[config.mk]
export PLATFORM = sky130hd
export DESIGN_NAME = seg_scan_ctrl_flat
export DESIGN_NICKNAME = d
export VERILOG_FILES = /design/src/rtl/seg_scan_ctrl_if.sv /design/src/rtl/seg_scan_ctrl.sv /design/src/flat_wrapper.sv
export SDC_FILE = /design/constraint.sdc
export NUM_CORES = 1
export LEC_CHECK = 0
export ABC_CLOCK_PERIOD_IN_PS = 2200
export CORE_MARGIN = 1
export CORE_UTILIZATION = 51
export CTS_BUF_LIST = sky130_fd_sc_hd__clkbuf_4 sky130_fd_sc_hd__clkbuf_8
export CTS_CLUSTER_DIAMETER = 80
export DETAILED_ROUTE_END_ITERATION = 6
export PLACE_DENSITY = 0.78
export SETUP_SLACK_MARGIN = 0.05
export SYNTH_ARGS = -nofsm -noshare
export SYNTH_HDL_FRONTEND = slang
export SYNTH_SLANG_ARGS = --single-unit
[constraint.sdc]
create_clock -name clk -period 2.2 [get_ports clk]
set_input_delay 0.22 -clock clk [delete_from_list [all_inputs] [get_ports clk]]
set_output_delay 0.22 -clock clk [all_outputs]
set_load 0.005 [all_outputs]
[src/rtl/seg_scan_ctrl_if.sv]
// Load channel into the scan controller: value, per-digit blank mask and
// leading-zero enable, offered under a valid/ready handshake.
interface seg_scan_ctrl_if #(
    parameter int DIGITS = 8
);
    logic [4*DIGITS-1:0] data_i;
    logic                load_valid_i;
    logic                load_ready_o;
    logic [DIGITS-1:0]   blank_i;
    logic                lzs_i;

    modport master (
        output data_i, load_valid_i, blank_i, lzs_i,
        input  load_ready_o
    );

    modport slave (
        input  data_i, load_valid_i, blank_i, lzs_i,
        output load_ready_o
    );
endinterface

[src/rtl/seg_scan_ctrl.sv]
// Multiplexed seven-segment scan controller: one shared hex decoder, a one-deep
// pending buffer committed only at frame end, and guard-gapped active-low anodes.
module seg_scan_ctrl #(
    parameter int DIGITS = 8,
    parameter int DIV    = 50000,
    parameter int GUARD  = 500
) (
    input  logic                clk,
    input  logic                rst_n,
    seg_scan_ctrl_if.slave      ld,
    output logic [3:0]          dec_o,
    input  logic [6:0]          seg_i,
    output logic [6:0]          seg_o,
    output logic [DIGITS-1:0]   an_o,
    output logic                frame_o
);
    localparam int PW = (DIV > 1) ? $clog2(DIV) : 1;
    localparam int KW = (DIGITS > 1) ? $clog2(DIGITS) : 1;

    typedef struct packed {
        logic [DIGITS-1:0][3:0] data;
        logic [DIGITS-1:0]      blank;
        logic                   lzs;
    } disp_t;

    logic [PW-1:0]     p;
    logic [KW-1:0]     k;
    disp_t             disp;
    disp_t             pend;
    logic              pend_full;

    logic              p_last;
    logic              k_last;
    logic              frame_end;
    logic              accept;
    logic              in_guard;
    logic              eff_blank;
    logic [DIGITS-1:0] upper_zero;

    assign p_last          = (p == PW'(DIV - 1));
    assign k_last          = (k == KW'(DIGITS - 1));
    assign frame_end       = p_last && k_last;
    assign accept          = ld.load_valid_i && !pend_full;
    assign in_guard        = (p < PW'(GUARD));
    assign ld.load_ready_o = !pend_full;
    assign frame_o         = frame_end;
    assign dec_o           = disp.data[k];

    // upper_zero[j]: digit j and every digit above it hold zero.
    always_comb begin
        // NOTE: assign every bit up front so no path leaves it holding state (no latch).
        upper_zero = '0;
        upper_zero[DIGITS-1] = (disp.data[DIGITS-1] == 4'h0);
        for (int j = DIGITS - 2; j >= 0; j--) begin
            upper_zero[j] = upper_zero[j+1] && (disp.data[j] == 4'h0);
        end
    end

    assign eff_blank = disp.blank[k] || (disp.lzs && (k != '0) && upper_zero[k]);

    // NOTE: sequential state uses non-blocking assignments so every flop samples pre-edge values.
    always_ff @(posedge clk or negedge rst_n) begin
        if (!rst_n) begin
            p <= '0;
            k <= '0;
        end else if (p_last) begin
            p <= '0;
            k <= k_last ? '0 : k + 1'b1;
        end else begin
            p <= p + 1'b1;
        end
    end

    // Commit and accept never coincide: accept needs the buffer empty, commit needs it full.
    always_ff @(posedge clk or negedge rst_n) begin
        if (!rst_n) begin
            disp      <= '0;
            pend      <= '0;
            pend_full <= 1'b0;
        end else if (frame_end && pend_full) begin
            disp      <= pend;
            pend_full <= 1'b0;
        end else if (accept) begin
            pend.data  <= ld.data_i;
            pend.blank <= ld.blank_i;
            pend.lzs   <= ld.lzs_i;
            pend_full  <= 1'b1;
        end
    end

    always_ff @(posedge clk or negedge rst_n) begin
        if (!rst_n) begin
            an_o  <= '1;
            seg_o <= 7'h7F;
        end else if (in_guard || eff_blank) begin
            an_o  <= '1;
            seg_o <= 7'h7F;
        end else begin
            an_o  <= ~(DIGITS'(1) << k);
            seg_o <= seg_i;
        end
    end
endmodule
[src/flat_wrapper.sv]
// flat-port wrapper written by rule: the top's interface ports become plain ports
module seg_scan_ctrl_flat 
#(
    parameter int DIGITS = 8,
    parameter int DIV    = 50000,
    parameter int GUARD  = 500
)
  (clk, rst_n, dec_o, seg_i, seg_o, an_o, frame_o, ld_data_i, ld_load_valid_i, ld_blank_i, ld_lzs_i, ld_load_ready_o);
  seg_scan_ctrl_if #(.DIGITS(DIGITS)) ld_i ();
  input  logic clk;
  input  logic rst_n;
  output logic [3:0] dec_o;
  input  logic [6:0] seg_i;
  output logic [6:0] seg_o;
  output logic [DIGITS-1:0] an_o;
  output logic frame_o;
  input wire logic [$bits(ld_i.data_i)-1:0] ld_data_i;
  input wire logic [$bits(ld_i.load_valid_i)-1:0] ld_load_valid_i;
  input wire logic [$bits(ld_i.blank_i)-1:0] ld_blank_i;
  input wire logic [$bits(ld_i.lzs_i)-1:0] ld_lzs_i;
  output wire logic [$bits(ld_i.load_ready_o)-1:0] ld_load_ready_o;
  assign ld_i.data_i = ld_data_i;
  assign ld_i.load_valid_i = ld_load_valid_i;
  assign ld_i.blank_i = ld_blank_i;
  assign ld_i.lzs_i = ld_lzs_i;
  assign ld_load_ready_o = ld_i.load_ready_o;
  seg_scan_ctrl #(.DIGITS(DIGITS), .DIV(DIV), .GUARD(GUARD)) u_core (.clk(clk), .rst_n(rst_n), .ld(ld_i), .dec_o(dec_o), .seg_i(seg_i), .seg_o(seg_o), .an_o(an_o), .frame_o(frame_o));
endmodule
* After elaboration in Yosys (flattened, before gate mapping)
Cells that the tools add are included.
** Operators by class
- Add/sub/neg operators :: 2
- $lt $le $gt $ge :: 2
- Equality and inequality tests :: 2
- Shifts and indexed selects :: 1
- Multiplexer cells :: 12
- Bitwise logic cells :: 2
- Reduce and logical (&&, ||, !) cells :: 26
** Operator list (number)
- $logic_not A4 Y1 :: 8
- $add A16 B1 Y16 const B :: 1
- $eq A16 B16 Y1 const B :: 1
- $lt A16 B9 Y1 const B :: 1
- $mux W16 :: 1
- $bmux W4 S3 :: 1
- $logic_and A1 B1 Y1 :: 12
- $mux W8 :: 1
- $not A8 Y8 :: 1
- $shl A1 B3 Y8 const A :: 1
- $mux W7 :: 1
- $bmux W1 S3 :: 2
- $lt A3 B4 Y1 const B :: 1
- $mux W1 :: 4
- $mux W4 :: 1
- $add A3 B1 Y3 const B :: 1
- $eq A3 B3 Y1 const B :: 1
- $mux W3 :: 1
- $reduce_bool A3 Y1 :: 1
- $logic_or A1 B1 Y1 :: 2
- $reduce_and A2 Y1 :: 1
- $reduce_bool A2 Y1 :: 1
- $logic_not A1 Y1 :: 1
- $not A1 Y1 :: 1
** Word-level totals
- Bits in registers :: 117
- Input bits :: 51
- Output and inout bits :: 21
- Word-level logic and storage cells :: 72

* Logic depth before layout (Yosys ltp)
Gate-level depths: netlist (run 1).
- Depth after elaboration :: 14
- Depth in mapped cells :: 8
- Mapped depth without buffers :: 5

* Worst setup path after synthesis (run 1)
No wires, ideal clock.
- Path type :: reg2reg
- From :: reg u_core.k[0]
- To :: reg u_core.seg_o[0]
- Library setup time :: 0.072 ns
- Arrival time :: 2.176 ns
- Required time :: 2.128 ns
- Path slack :: -0.048 ns
- Stages on the path, launching flop included :: 9
- Path buffers :: 3
- Period minus slack after synthesis :: 2.248 ns
- Cells stage by stage :: dfrtp_1 -> bufbuf_16 -> buf_2 -> inv_1 -> ha_1 -> a211o_1 -> a2111o_1 -> buf_6 -> o21ai_1
** Between the ends
- Longest elaborated chain between the ends :: 6
- Elaborated cells between the ends (all ways) :: 10
- Classes of those cells :: mux: 5; reduce/logical: 5
** RTL lines
- from (decl) :: RTL line seg_scan_ctrl.sv:27 : logic [KW-1:0] k;
- from (signal assigned) :: RTL line seg_scan_ctrl.sv:68 : k <= k_last ? '0 : k + 1'b1;
- $bmux W1 S3 or $reduce_bool A3 Y1 (tied branches) :: RTL line seg_scan_ctrl.sv:59 : assign eff_blank = disp.blank[k] || (disp.lzs && (k != '0) && upper_zero[k]);
- $mux W1 (implied by the code) or $logic_and A1 B1 Y1 (tied branches) :: RTL line seg_scan_ctrl.sv:59
- $logic_and A1 B1 Y1 :: RTL line seg_scan_ctrl.sv:59
- $logic_or A1 B1 Y1 (*) :: RTL line seg_scan_ctrl.sv:59
- $logic_or A1 B1 Y1 (*) :: RTL line seg_scan_ctrl.sv:95 : end else if (in_guard || eff_blank) begin
- $mux W7 (*) :: RTL line seg_scan_ctrl.sv:95
- to (signal assigned) :: RTL line seg_scan_ctrl.sv:100 : seg_o <= seg_i;
- to (decl) :: RTL line seg_scan_ctrl.sv:13 : output logic [6:0] seg_o,
Every way passes the cells marked *; elsewhere a longest branch is shown, timed or not. The select of a mux whose other input is x is not followed.
A chain may end at the register's enable or synchronous reset.

* Worst setup path in the final report (run 1)
- From :: reg u_core.k[0]
- To :: out dec_o[3]
** Between the ends
- Longest elaborated chain between the ends :: 2
** RTL lines
- $bmux W4 S3 :: RTL line seg_scan_ctrl.sv:47 : assign dec_o = disp.data[k];
- $mux W4 (implied by the code) :: RTL line seg_scan_ctrl.sv:47
- to (decl) :: RTL line flat_wrapper.sv:12 : output logic [3:0] dec_o;
Every way passes these cells. The select of a mux whose other input is x is not followed.

==> results of run 1 <==
per-stage QoR:
step	hold slack [ps]	power (mW)
2_1_floorplan	-75.6	2.38
3_3_place_gp	249	2.54
3_5_place_dp	260	2.55
4_1_cts	343	4.73
5_1_grt	383	4.86
6_report	343	4.69
final cells by class:
cell class              count  area [µm²]  share of cell area
clock inverters             9         149              0.0228
flip-flops and latches    117        2950               0.451
clock buffers              23         298              0.0455
inverters                   5        18.8             0.00287
multi-input cells         223        2050               0.314
repair buffers             91         911               0.139
well taps                 133         166              0.0254
synth_stat cells, types with 4 or more instances:
library cell	count	area, µm²
dfrtp_1	102	2550
mux2_2	79	890
nand2_1	18	67.6
dfstp_2	15	394
nor2_1	13	48.8
nor3_1	11	55.1
mux4_2	9	203
nand4_1	8	50.1
o21ai_0	8	40.0
ha_1	7	87.6
nand3_1	7	35.0
o21ai_1	7	35.0
nor4_1	6	37.5
xor2_1	6	52.6
and3_1	5	31.3
buf_6	5	56.3
clkbuf_1	5	18.8
xnor2_1	5	43.8
buf_2	4	20.0
inv_1	4	15.0
mux2_1	4	45.0
registers in the layout (all words and copies together) (netlist names):
register          count
u_core.pend          41
u_core.k              3
u_core.disp          41
u_core.pend_full      1
u_core.p             16
u_core.an_o           8
u_core.seg_o          7
what timing repair did:
action | CTS | global route
setup endpoints to repair | 6 | 7
pin swaps | 4 | 1
hold buffers | 1 | 0
endpoints found under the hold margin | 28 | 0
gates resized for setup | 23 | 8
buffers inserted | 6 | 0
cloned | 0 | 0
placed cells by master, fill, tap and decap left out, drive strengths merged, types with 8 or more instances in the layout:
cell and count:
nand4 8, dfrtp 102, mux4 10, buf 22, dfstp 15, mux2 83, nor2 13, clkdlybuf4s50 65
o21ai 15, clkbuf 23, nand2 18, nor3 11
layer usage:
layer	part of all wire	up-vias
met5	0	-
met4	0.015	0
met3	0.059	16
met2	0.49	115
met1	0.43	1699
li1	-	1520
cells by family (layout without fill, tap and decap cells):
group | count (synthesis) | after routing
DFF | 117 | 117
buffers and inverters | 23 | 128
xor gates and xnor gates | 11 | 11
and+or+nand+nor | 80 | 80
muxes | 93 | 93
adders and majority gates | 7 | 7
AOI/OAI and AO/OA | 32 | 32
where the power goes:
group          switching [mW]  internal, mW  leakage [nW]
logic                  0.0729         0.146          1.19
clock network           0.827          1.36         0.224
registers              0.0511          2.24          1.50
critical path, delay by kind of cell (launching register included):
kind          cells  cell delay (ps)
buf+inv           2              400
flops             1              400
mux               1              480
simple gates      2              170
path summary, 6_finish.rpt:
path | start | endpoint | slack (ps)
min in group clk | ld_data_i[12] | u_core.pend[21] | 400
hold / removal | rst_n | u_core.p[11] | 340
setup / recovery | u_core.k[0] | dec_o[3] | 100
max in group asynchronous | rst_n | u_core.disp[6] | 990
hold reg to reg | u_core.p[0] | u_core.p[0] | 490
setup reg to reg | u_core.p[13] | u_core.disp[31] | 140
==> run summary, run 1 <==
Status -> completed
Site Rows -> 36
Initial Util -> 0.524
Inserted Clock Buffers -> 17
WL final -> 10300 µm
Tcrit/Tclk final -> 0.957
Ant diodes -> 0
Largest net degree at the start of global routing -> 46
Top-Level Pins -> 72
Worst Max-Slew Pin Slew -> 589 ps
Drt first-iter violations -> 229
Chip width -> 102 µm
Power per standard cell area -> 717 nW/µm²
ANT nets after route -> 0
Cell Area, Synth -> 5120 µm²
#FFs+latches synth -> 117
R2R depth -> 6
EDFF count, synth -> 0
DRC viols -> 0
Fin crit period -> 2100 ps
Mean Syn Cell Area -> 14.1 µm²
First-pass DRT Iterations -> 4
Unrepaired setup endpoints after global routing -> yes
Crit path cell chain -> buf_6 > mux4_2 > nand2_1 > nand2_2 > dlygate4sd2_1
H-tree levels -> 4
Post-Route Utilization -> 0.669
Filler Cells Inserted -> 692
Largest family of logic cells by synthesized area -> multiplexers
Endpoints failing setup -> 0
Post-synthesis compound-gate area fraction -> 0.0413
Worst setup SP type -> flip-flop
Cells after DPL -> 562
Critical path's largest stage delay -> 480 ps
Initial antenna violation count -> 0
Synth Warn # -> 0
Post-synthesis simple-gate area fraction -> 0.0852
Routability Congestion -> 0.831
First-pass GRT wire length -> 17300 µm
Kind of end point of the critical path -> primary output
Critical Path RT -> 1980 ps
Count of input and output buffers -> 71
Seq/Total Area, Yosys -> 0.575
Maximum buffer depth of the clock tree -> 2
GR Overflow Total -> 0
Area Overhead vs Synth -> 27.7%
Placed cell areas -> 5990 µm²
GRT Total Usage -> 0.225
Nets -> 513
Final Hold Viols -> 0
GRT busiest layer -> met2
Worst Clk Skew -> 7.15 ps
Filler-free cell count of the finished design -> 601
CTS clock-pin slew for the worst setup and hold paths -> 70 ps
# clock sinks -> 117
Post-Syn Instances -> 363
Xor-xnor portion of the synthesized cell area -> 0.0188
CP Class -> reg -> out
Mapped Nets -> 421
CTS tree -> yes
Vert. Die Dim -> 102 µm
Worst hold-check path type -> in -> async
GR Util met3 -> 0.0609
Async set-reset flop share out of synthesis -> 1.00
# Max-Cap Violations -> 0
Vias in the first global route -> 3422
M2 GR Usage -> 0.361
Layout cells sized above 1 -> 0.368
Top_reg_cell synth -> dfrtp_1
Worst Slack Setup Final -> 95.1 ps
Final Slew Violations -> 0
Crit-path max FO -> 4
Via Count -> 3350
Clock latency on the worst-skew pair -> 420 ps
Crit path max-delay cell type -> mux4_2
Hpwl dp -> 6960 µm
Clock root cell -> clkbuf_8
GR Layer Usage met1 -> 0.296
Mux cell area share after synthesis -> 0.227
Core footprint -> 9770 µm²
Adder-cell share of the synthesized area -> 0.0171
Pleak -> 2.90 nW
WL/cell -> 17.1 µm
DP Worst Slack -> 79.8 ps
Worst path arrival time -> 1880 ps
Post-route cell area -> 6540 µm²
Highest clock rate -> 475 MHz
IR Drop Worst-Case VDD -> 312 µV
Setup TNS -> 0 ps
Synth unique cells -> 47
Avg Vias per Cell -> 5.57
Total die area -> 10500 µm²
Worst slew margin -> 0.608
Note: power is estimated with default switching activity, not from simulation.
==> run 2: changes to the inputs <==
--- a/config.mk
+++ b/config.mk
@@ -5,13 +5,13 @@
 export SDC_FILE = /design/constraint.sdc
 export NUM_CORES = 1
 export LEC_CHECK = 0
+export ABC_AREA = 1
 export ABC_CLOCK_PERIOD_IN_PS = 2200
-export CORE_MARGIN = 1
-export CORE_UTILIZATION = 51
+export CORE_UTILIZATION = 52
 export CTS_BUF_LIST = sky130_fd_sc_hd__clkbuf_4 sky130_fd_sc_hd__clkbuf_8
 export CTS_CLUSTER_DIAMETER = 80
 export DETAILED_ROUTE_END_ITERATION = 6
-export PLACE_DENSITY = 0.78
+export PLACE_DENSITY = 0.79
 export SETUP_SLACK_MARGIN = 0.05
 export SYNTH_ARGS = -nofsm -noshare
 export SYNTH_HDL_FRONTEND = slang
==> run summary, run 2 <==
Status -> completed
CTS clock-pin slew for the worst setup and hold paths -> 80 ps
Sw power -> 0.980 mW
Cell Area, Synth -> 5520 µm²
Fin crit period -> 2090 ps
GRT Total Usage -> 0.236
Worst slew margin -> 0.619
Kind of end point of the critical path -> primary output
Highest clock rate -> 478 MHz
Site Rows -> 37
H-tree levels -> 4
Reg2Reg Setup Slack -> 200 ps
Filler Cells Inserted -> 810
Largest regs -> u_core.disp: 41 flops, u_core.pend: 41 flops, u_core.p: 16 flops
WL final -> 11900 µm
Worst setup SP type -> flip-flop
#FFs+latches synth -> 117
Commonest non-fill, non-tap cell in the layout -> nand2_1
Initial Util -> 0.535
Drt first-iter violations -> 309
Count of input and output buffers -> 71
Top_reg_cell synth -> dfrtp_1
Crit-path max FO -> 5
CTS tree -> yes
GR Overflow Total -> 0
EDFF count, synth -> 0
Post-Route Utilization -> 0.666
Via Count -> 4386
Share of total power in the clock network -> 0.452
Most common cell in the netlist -> nand2_1
Clock latency on the worst-skew pair -> 440 ps
Nets -> 742
Mean Syn Cell Area -> 9.23 µm²
Comb power frac -> 0.033
Power per standard cell area -> 608 nW/µm²
Total die area -> 11000 µm²
Vias in the first global route -> 4404
CP Class -> reg -> out
Top cell type's share of synthesized area -> 0.462
First-pass DRT Iterations -> 5
Mapped Nets -> 656
DRC viols -> 0
Hpwl dp -> 8260 µm
Async set-reset flop share out of synthesis -> 1.00
IR Drop Worst-Case VDD -> 592 µV
Largest net degree at the start of global routing -> 56
Filler-free cell count of the finished design -> 832
Sw Share -> 0.235
WL/cell -> 14.3 µm
Layout cells sized above 1 -> 0.198
Inserted Clock Buffers -> 17
Most frequent cells in the layout -> nand2_1 (152), dfrtp_1 (99), clkdlybuf4s50_1 (65), nor2_1 (53), inv_1 (44)
Clock root cell -> clkbuf_8
Final Hold Viols -> 0
Worst path arrival time -> 1870 ps
Final Slew Violations -> 0
Area Overhead vs Synth -> 24.5%
Chip width -> 105 µm
Worst hold-check path type -> in -> async
Seq/Total Area, Yosys -> 0.534
Unrepaired setup endpoints after global routing -> yes
Post-Syn Instances -> 598
Synth unique cells -> 30
Worst Clk Skew -> 17.3 ps
Routability Congestion -> 0.843
Initial antenna violation count -> 0
Register share of total power -> 0.515
Core footprint -> 10300 µm²
First-pass GRT wire length -> 20300 µm
Maximum buffer depth of the clock tree -> 2
Pleak -> 3.51 nW
Area leader, netlist -> dfrtp_1
Cells after DPL -> 787
Synth area leaders -> dfrtp_1 (46%), nand2_1 (10%), mux2_2 (8.4%)
Commonest cells in the netlist -> nand2_1 (152), dfrtp_1 (102), nor2_1 (54), inv_1 (47), nand4_1 (43)
Critical Path RT -> 1980 ps
Avg Vias per Cell -> 5.27
Top-Level Pins -> 72
ANT nets after route -> 0
# clock sinks -> 117
Ant diodes -> 0
Endpoints failing setup -> 0
Synth Warn # -> 0
Worst Max-Slew Pin Slew -> 570 ps
Pwr Total -> 4.18 mW
Tcrit/Tclk final -> 0.951
Int Power -> 3.20 mW
# Max-Cap Violations -> 0
Vert. Die Dim -> 105 µm
-- run 2: changes by cell type in the layout (fill, tap and decap cells not counted), moves of 5 or more --
cell / change
nand2_1: +138
inv_1: +40
nor2_1: +40
mux2_2: -38
nand4_1: +35
nand3_1: +24
o21ai_0: +19
mux4_2: -10
buf_4: +8
inv_2: +7
a21oi_1: +5
nor4_1: -5
-- run 2: worst paths after layout --
path,to,cells past startpoint,start
setup reg to reg,u_core.an_o[6],11,u_core.k[1]
min in group clk,u_core.seg_o[4],3,seg_i[4]
hold reg to reg,u_core.p[0],1,u_core.p[0]
max in group asynchronous,u_core.an_o[4],3,rst_n
setup / recovery,dec_o[0],8,u_core.k[1]
hold / removal,u_core.p[14],2,rst_n
-- run 2: critical path, stage by stage (launching register included) --
cell and delay, ps:
dfrtp_2 450, buf_6 140, buf_4 150, a21oi_2 140, o21ai_0 100, o21ai_0 80, nand2_1 70, nand2_1 80
dlygate4sd2_1 240
-- run 2: timing repair --
item                                    CTS  global route
setup buffers                             9             3
hold endpoints to repair                 21             0
pin swaps                                 1             0
cloned                                    0             1
resized for setup                        14            10
endpoints found under the setup margin    5            20
hold buffers                              1             0
-- run 2: layer usage --
metal / vias to the layer above / track usage / wire length [µm]
met2: 125 / 0.388 / 5950
met5: - / 0 / 0
met3: 10 / 0.0717 / 646
li1: 2129 / - / -
met4: 0 / 0.0724 / 102
met1: 2122 / 0.300 / 5200
-- run 2: power groups by stage --
stage | Clock (mW) | Sequential [mW] | Combinational [mW]
after floorplan | 0 | 2.19 | 0.00320
after global placement | 0 | 2.19 | 0.137
after detailed placement | 0 | 2.19 | 0.141
after CTS | 1.93 | 2.15 | 0.143
after global routing | 2.03 | 2.15 | 0.154
final | 1.89 | 2.15 | 0.138
-- run 2: metrics by stage --
stage,setup TNS [ps],hold WS [ps],worst slack (ps),area [µm²]
2_1_floorplan,0,-75.6,469,5520
3_3_place_gp,0,199,277,6350
3_5_place_dp,0,206,206,6350
4_1_cts,-74.0,266,-74.0,6830
5_1_grt,0,288,11.6,6870
6_report,0,266,108,6870
-- run 2: logic make-up (layout without fill, tap and decap cells) --
family                   Yosys count  count (layout)  synth area share
adder cells (fa/ha/maj)            7               7            0.0159
XOR/XNOR                          10              10            0.0159
multiplexers                      41              41            0.0836
AND/OR/NAND/NOR                  298             298             0.245
buffers and inverters             84             182            0.0684
AO/OA/AOI/OAI                     41              41            0.0379
flip-flops                       117             117             0.534
-- run 2: final cells by class --
| cell class | count | area [µm²] | area share |
|---|---|---|---|
| multi-input cells | 397 | 2220 | 0.322 |
| clock buffers | 19 | 262 | 0.0380 |
| flip-flops and latches | 117 | 2950 | 0.429 |
| well taps | 136 | 170 | 0.0248 |
| repair buffers | 98 | 951 | 0.138 |
| repair inverters | 1 | 5.00 | 0.000728 |
| inverters | 52 | 199 | 0.0289 |
| clock inverters | 12 | 121 | 0.0177 |
==> run 3: changes to the inputs <==
--- a/config.mk
+++ b/config.mk
@@ -7,11 +7,12 @@
 export LEC_CHECK = 0
 export ABC_AREA = 1
 export ABC_CLOCK_PERIOD_IN_PS = 2200
+export CAP_MARGIN = 20
 export CORE_UTILIZATION = 52
 export CTS_BUF_LIST = sky130_fd_sc_hd__clkbuf_4 sky130_fd_sc_hd__clkbuf_8
 export CTS_CLUSTER_DIAMETER = 80
 export DETAILED_ROUTE_END_ITERATION = 6
-export PLACE_DENSITY = 0.79
+export PLACE_DENSITY = 0.8
 export SETUP_SLACK_MARGIN = 0.05
 export SYNTH_ARGS = -nofsm -noshare
 export SYNTH_HDL_FRONTEND = slang
==> run summary, run 3 (synthesis gave the netlist of run 2 again) <==
Clock root cell -> clkbuf_8
Endpoints failing setup -> 0
Comb power frac -> 0.032
Pleak -> 3.54 nW
Worst Max-Slew Pin Slew -> 547 ps
Nets -> 740
Pwr Total -> 4.36 mW
Tcrit/Tclk final -> 0.935
Crit path max-delay cell type -> dfrtp_2
Area Overhead vs Synth -> 25.4%
GRT Total Usage -> 0.238
Critical Path RT -> 1980 ps
CTS tree -> yes
Int Power -> 3.43 mW
Largest net degree at the start of global routing -> 65
Worst path arrival time -> 1840 ps
Sw power -> 0.931 mW
WL/cell -> 14.5 µm
Commonest non-fill, non-tap cell in the layout -> nand2_1
Kind of end point of the critical path -> primary output
Site Rows -> 37
Worst slew margin -> 0.635
Share of total power in the clock network -> 0.474
CTS clock-pin slew for the worst setup and hold paths -> 70 ps
CP Class -> reg -> out
Register share of total power -> 0.494
Inserted Clock Buffers -> 17
Worst Slack Setup Final -> 143 ps
First-pass DRT Iterations -> 6
Unrepaired setup endpoints after global routing -> yes
Power per standard cell area -> 629 nW/µm²
Worst Clk Skew -> 13.3 ps
Crit path cell chain -> buf_4 > clkinvlp_4 > buf_4 > a21oi_2 > o21ai_1 > o21ai_1 > nand2_1 > nand2_1 > dlygate4sd2_1
Largest regs -> u_core.disp: 41 flops, u_core.pend: 41 flops, u_core.p: 16 flops
Fin crit period -> 2060 ps
Total die area -> 11000 µm²
ANT nets after route -> 0
Initial Util -> 0.535
DRC viols -> 0
DP Worst Slack -> 225 ps
First-pass GRT wire length -> 20400 µm
Clock latency on the worst-skew pair -> 440 ps
Critical path's largest stage delay -> 380 ps
Status -> completed
Via Count -> 4403
H-tree levels -> 4
Count of input and output buffers -> 71
Maximum buffer depth of the clock tree -> 2
Routability Congestion -> 0.914
Initial antenna violation count -> 0
Core footprint -> 10300 µm²
Avg Vias per Cell -> 5.30
Vert. Die Dim -> 105 µm
Drt first-iter violations -> 309
# clock sinks -> 117
Crit-path max FO -> 4
Worst setup SP type -> flip-flop
Layout cells sized above 1 -> 0.203
Ant diodes -> 0
Highest clock rate -> 486 MHz
# Max-Cap Violations -> 0
GR Overflow Total -> 0
Vias in the first global route -> 4411
Chip width -> 105 µm
IR Drop Worst-Case VDD -> 753 µV
Worst hold-check path type -> in -> async
Sw Share -> 0.214
Final Hold Viols -> 0
Hpwl dp -> 8260 µm
Final Slew Violations -> 0
Setup TNS -> 0 ps
WL final -> 12000 µm
Top-Level Pins -> 72
Most frequent cells in the layout -> nand2_1 (152), dfrtp_1 (100), clkdlybuf4s50_1 (65), nor2_1 (52), inv_1 (45)
run 3: cell count changes in the layout (fill, tap and decap cells not counted), sizes merged:
cell	delta
clkinv	+1
inv	-3
dlymetal6s2s	+1
clkinvlp	-1
buf	-1
clkbuf	+3
bufinv	+2
dlygate4sd2	-3
run 3: path summary, 6_finish.rpt:
kind                            startpoint         endpoint  slack [ps]  cells after the start
setup / recovery               u_core.k[1]         dec_o[1]         140                      9
hold / removal                       rst_n      u_core.p[9]         210                      2
setup reg to reg               u_core.k[0]  u_core.disp[25]         250                      6
hold reg to reg            u_core.disp[16]  u_core.disp[16]         470                      2
max in group asynchronous            rst_n   u_core.an_o[5]        1220                      3
min in group clk                  seg_i[6]  u_core.seg_o[6]         320                      3
run 3: final cells by class:
cell class,count,area [µm²]
Clock inverter,12,153
Inverter,52,199
Timing Repair Buffer,97,952
Fill cell,797,3400
Multi-Input combinational cell,397,2230
Tap cell,136,170
Clock buffer,20,269
Sequential cell,117,2950
run 3: metrics by stage:
step	instances	instance area (µm²)	utilization	hold slack, ps
detailed placement	784	6340	0.614	134
CTS	823	6850	0.663	210
floorplan	598	5520	-	-75.6
global route	831	6920	0.670	229
global placement	784	6340	0.614	128
finish	831	6920	0.670	211
run 3: power groups by stage:
stage	combinational, mW	sequential [mW]	clock (mW)
after detailed placement	0.142	2.19	0
after global routing	0.154	2.15	2.20
after floorplan	0.00320	2.19	0
final	0.139	2.15	2.07
after global placement	0.138	2.19	0
after CTS	0.143	2.15	2.09
run 3: critical path, delay by kind of cell (launching register included):
family | cells | cell delay, ps
buffers and inverters | 4 | 620
DFF | 1 | 380
AOI/OAI and AO/OA | 3 | 270
and+or+nand+nor | 2 | 120
run 3: per-layer routing:
metal	track usage	up-vias	part of all wire
met4	0.103	0	0.022
met3	0.0599	29	0.048
met2	0.386	128	0.50
li1	-	2128	-
met5	0	-	0
met1	0.302	2118	0.43
run 3: timing repair:
item,in CTS,in global routing
endpoints found under the setup margin,5,3
hold buffers,1,0
endpoints found under the hold margin,20,0
pin swaps,2,2
cloned,1,0
buffers inserted,5,8
resized for setup,23,13
==> variant (config.mk and constraints of run 1) <==
Put one more register stage on the output `an_o`, cleared by the reset. The value now appears one clock later. The other outputs are not delayed to match.
--- a/src/rtl/seg_scan_ctrl.sv
+++ b/src/rtl/seg_scan_ctrl.sv
@@ -22,6 +22,8 @@
         logic [DIGITS-1:0]      blank;
         logic                   lzs;
     } disp_t;
+
+    logic [DIGITS-1:0] an_s0;
 
     logic [PW-1:0]     p;
     logic [KW-1:0]     k;
@@ -90,14 +92,22 @@
 
     always_ff @(posedge clk or negedge rst_n) begin
         if (!rst_n) begin
-            an_o  <= '1;
+            an_s0 <= '1;
             seg_o <= 7'h7F;
         end else if (in_guard || eff_blank) begin
-            an_o  <= '1;
+            an_s0 <= '1;
             seg_o <= 7'h7F;
         end else begin
-            an_o  <= ~(DIGITS'(1) << k);
+            an_s0 <= ~(DIGITS'(1) << k);
             seg_o <= seg_i;
         end
     end
+    always_ff @(posedge clk or negedge rst_n) begin
+        if (!rst_n) begin
+            an_o <= '0;
+        end else begin
+            an_o <= an_s0;
+        end
+    end
+
 endmodule
Function: changed (a bounded check fails within 4 cycles, from zero or initial values and one cycle with rst_n low).
==> variant against run 1 <==
  * The run now ends with setup timing left
  * Synthesized area up 3.2%
  * Worst setup slack got worse by 120 ps
  * Clock skew up 0.85 ps
  * Count of clock-buffer cells in the layout is 5 lower
  * Worst hold slack worse by 8.6 ps
  * Die area up 3.2%
  * Register-to-register slack worse by 170 ps
  * Wire length is 4.7% higher
  * Final area increased by 5.6%
  * Critical path depth is 1 higher
  * Total power decreased by 0.39%
  * Sequential cell count grew 8
  * Fmax is 5.6% lower
  * Critical path type is now flip-flop to flip-flop
==> variant: results (changes against run 1) <==
- Post-DP HPWL: 6.986 mm (+0.41%)
- Via count: 3398 (+1.4%)
- Area contributors post-synth: dfrtp_1 (52%), mux2_2 (9.4%), mux2_1 (8.5%), dfstp_2 (7.5%), mux4_2 (4.3%)
- GRT Util Overall: 21.17% (-1.3 points)
- Slowest stage delay, CP: 560 ps (+80 ps)
- GPL Wtd Cong: 0.8264 (-0.60%)
- Final Skew: 8.003 ps (+0.8484 ps)
- Largest net degree at the start of global routing: 48 (+4.3%)
- Fin worst setup slack: -29.89 ps (-125.0 ps)
- Status: complete, but fails checks
- Crit path max fanout: 17 (+13)
- Met1 global-route usage: 27.98% (-1.6 points)
- TNS Setup: -307.3 ps (-307.3 ps)
- Setup violators final: 28 (+28)
- Buffering overhead: 14.68% (+0.76 points)
- WL/cell: 17.34 um (+1.5%)
- Share of cells above drive strength 1: 37.99% (+1.2 points)
- Fillcell total: 682 (-1.4%)
- Critical path arrival: 2540 ps (+660 ps)
- Vias in the first global route: 3507 (+2.5%)
- Avg Cell Area, Syn: 14.30 um^2 (+1.3%)
- Violated checks: setup timing
- Sequential share of cell area: 45.54% (+0.47 points)
- Slowest cell on crit path: or4b_4
- Worst slew pin tran: 736.6 ps (+148.0 ps)
- First-pass GRT wire length: 17.70 mm (+2.2%)
- Clock-cell share of area: 5.900% (-0.93 points)
- Initial drt markers: 141 (-38%)
- Nets: 532 (+3.7%)
- Pre-CTS setup slack: -27.34 ps (-107.1 ps)
- Clock buffers: 18 (-22%)
- Inst Count DP: 576 (+2.5%)
- Met2 wire len: 5.205 mm (+2.4%)
- Met2 usage: 33.19% (-2.9 points)
- Maximum vdd drop: 0.4971 mV (+59%)
- Seq cells post-synth: 125 (+6.8%)
- Hold_buf cts: 1 (unchanged)
- Distinct cell type count after synthesis: 44 (-6.4%)
- Non-clock buffers: 103 (+13%)
- Wire length on met3: 601 um (-0.17%)
- LEAKAGE: 3.049 nW (+5.0%)
- Finished Layout Cells: 620 (+3.2%)
- Post-synth top cells: dfrtp_1 (110), mux2_2 (44), mux2_1 (40), nand2_1 (19), nor2_1 (16)
- Critical Path Sink Type: flip-flop
- Setup Buffers After CTS: 9 (+3)
- Met3 Track Usage GR: 6.042% (-0.046 points)
- RR Endpoint: u_core.disp[9]
- Critical path startpoint category: flip-flop
- Primary FF master, synth: dfrtp_1
- Seq/Total Area, Yosys: 59.48% (+2.0 points)
- Reg-to-Reg Start: u_core.p[4]
- WHS: 334.1 ps (-8.586 ps)
- Multi-input combinational area share: 31.15% (-0.21 points)
- Wl on met1: 4.781 mm (+7.8%)
- Synth Net Count: 428 (+1.7%)
- Layout area overhead: 30.68%
- Logic inverters: 6 (+1)
- Post_cts resized: 50 (+120%)
- Comb_multi_in: 221 (-0.90%)
- DP Area: 6270 um^2 (+4.6%)
-- variant: cell count changes after synthesis, sizes merged, moves of 2 or more --
cell,run 1,this run
dfrtp,102,110
nand4,8,4
o21ai,15,11
clkbuf,7,10
nand3,7,10
nor2,13,16
and4,2,0
and4b,2,0
mux2i,0,2
o2111ai,2,0
-- variant: kinds of logic (layout without fill, tap and decap cells) --
logic type	after synthesis	after routing	synth area share (%)
buffers and inverters	25	141	3.240
adders and majority gates	7	7	1.656
AOI/OAI and AO/OA	26	27	3.406
and+or+nand+nor	80	80	7.876
DFF	125	125	59.48
muxes	96	96	22.52
xor gates and xnor gates	11	11	1.821
-- variant: where the power goes --
part           switching [mW]  total [mW]  internal, mW  leakage [nW]
clock network           0.953        2.01          1.06         0.204
registers              0.0542        2.44          2.39          1.57
logic                  0.0773       0.226         0.149          1.28
total                    1.08        4.68          3.59          3.05
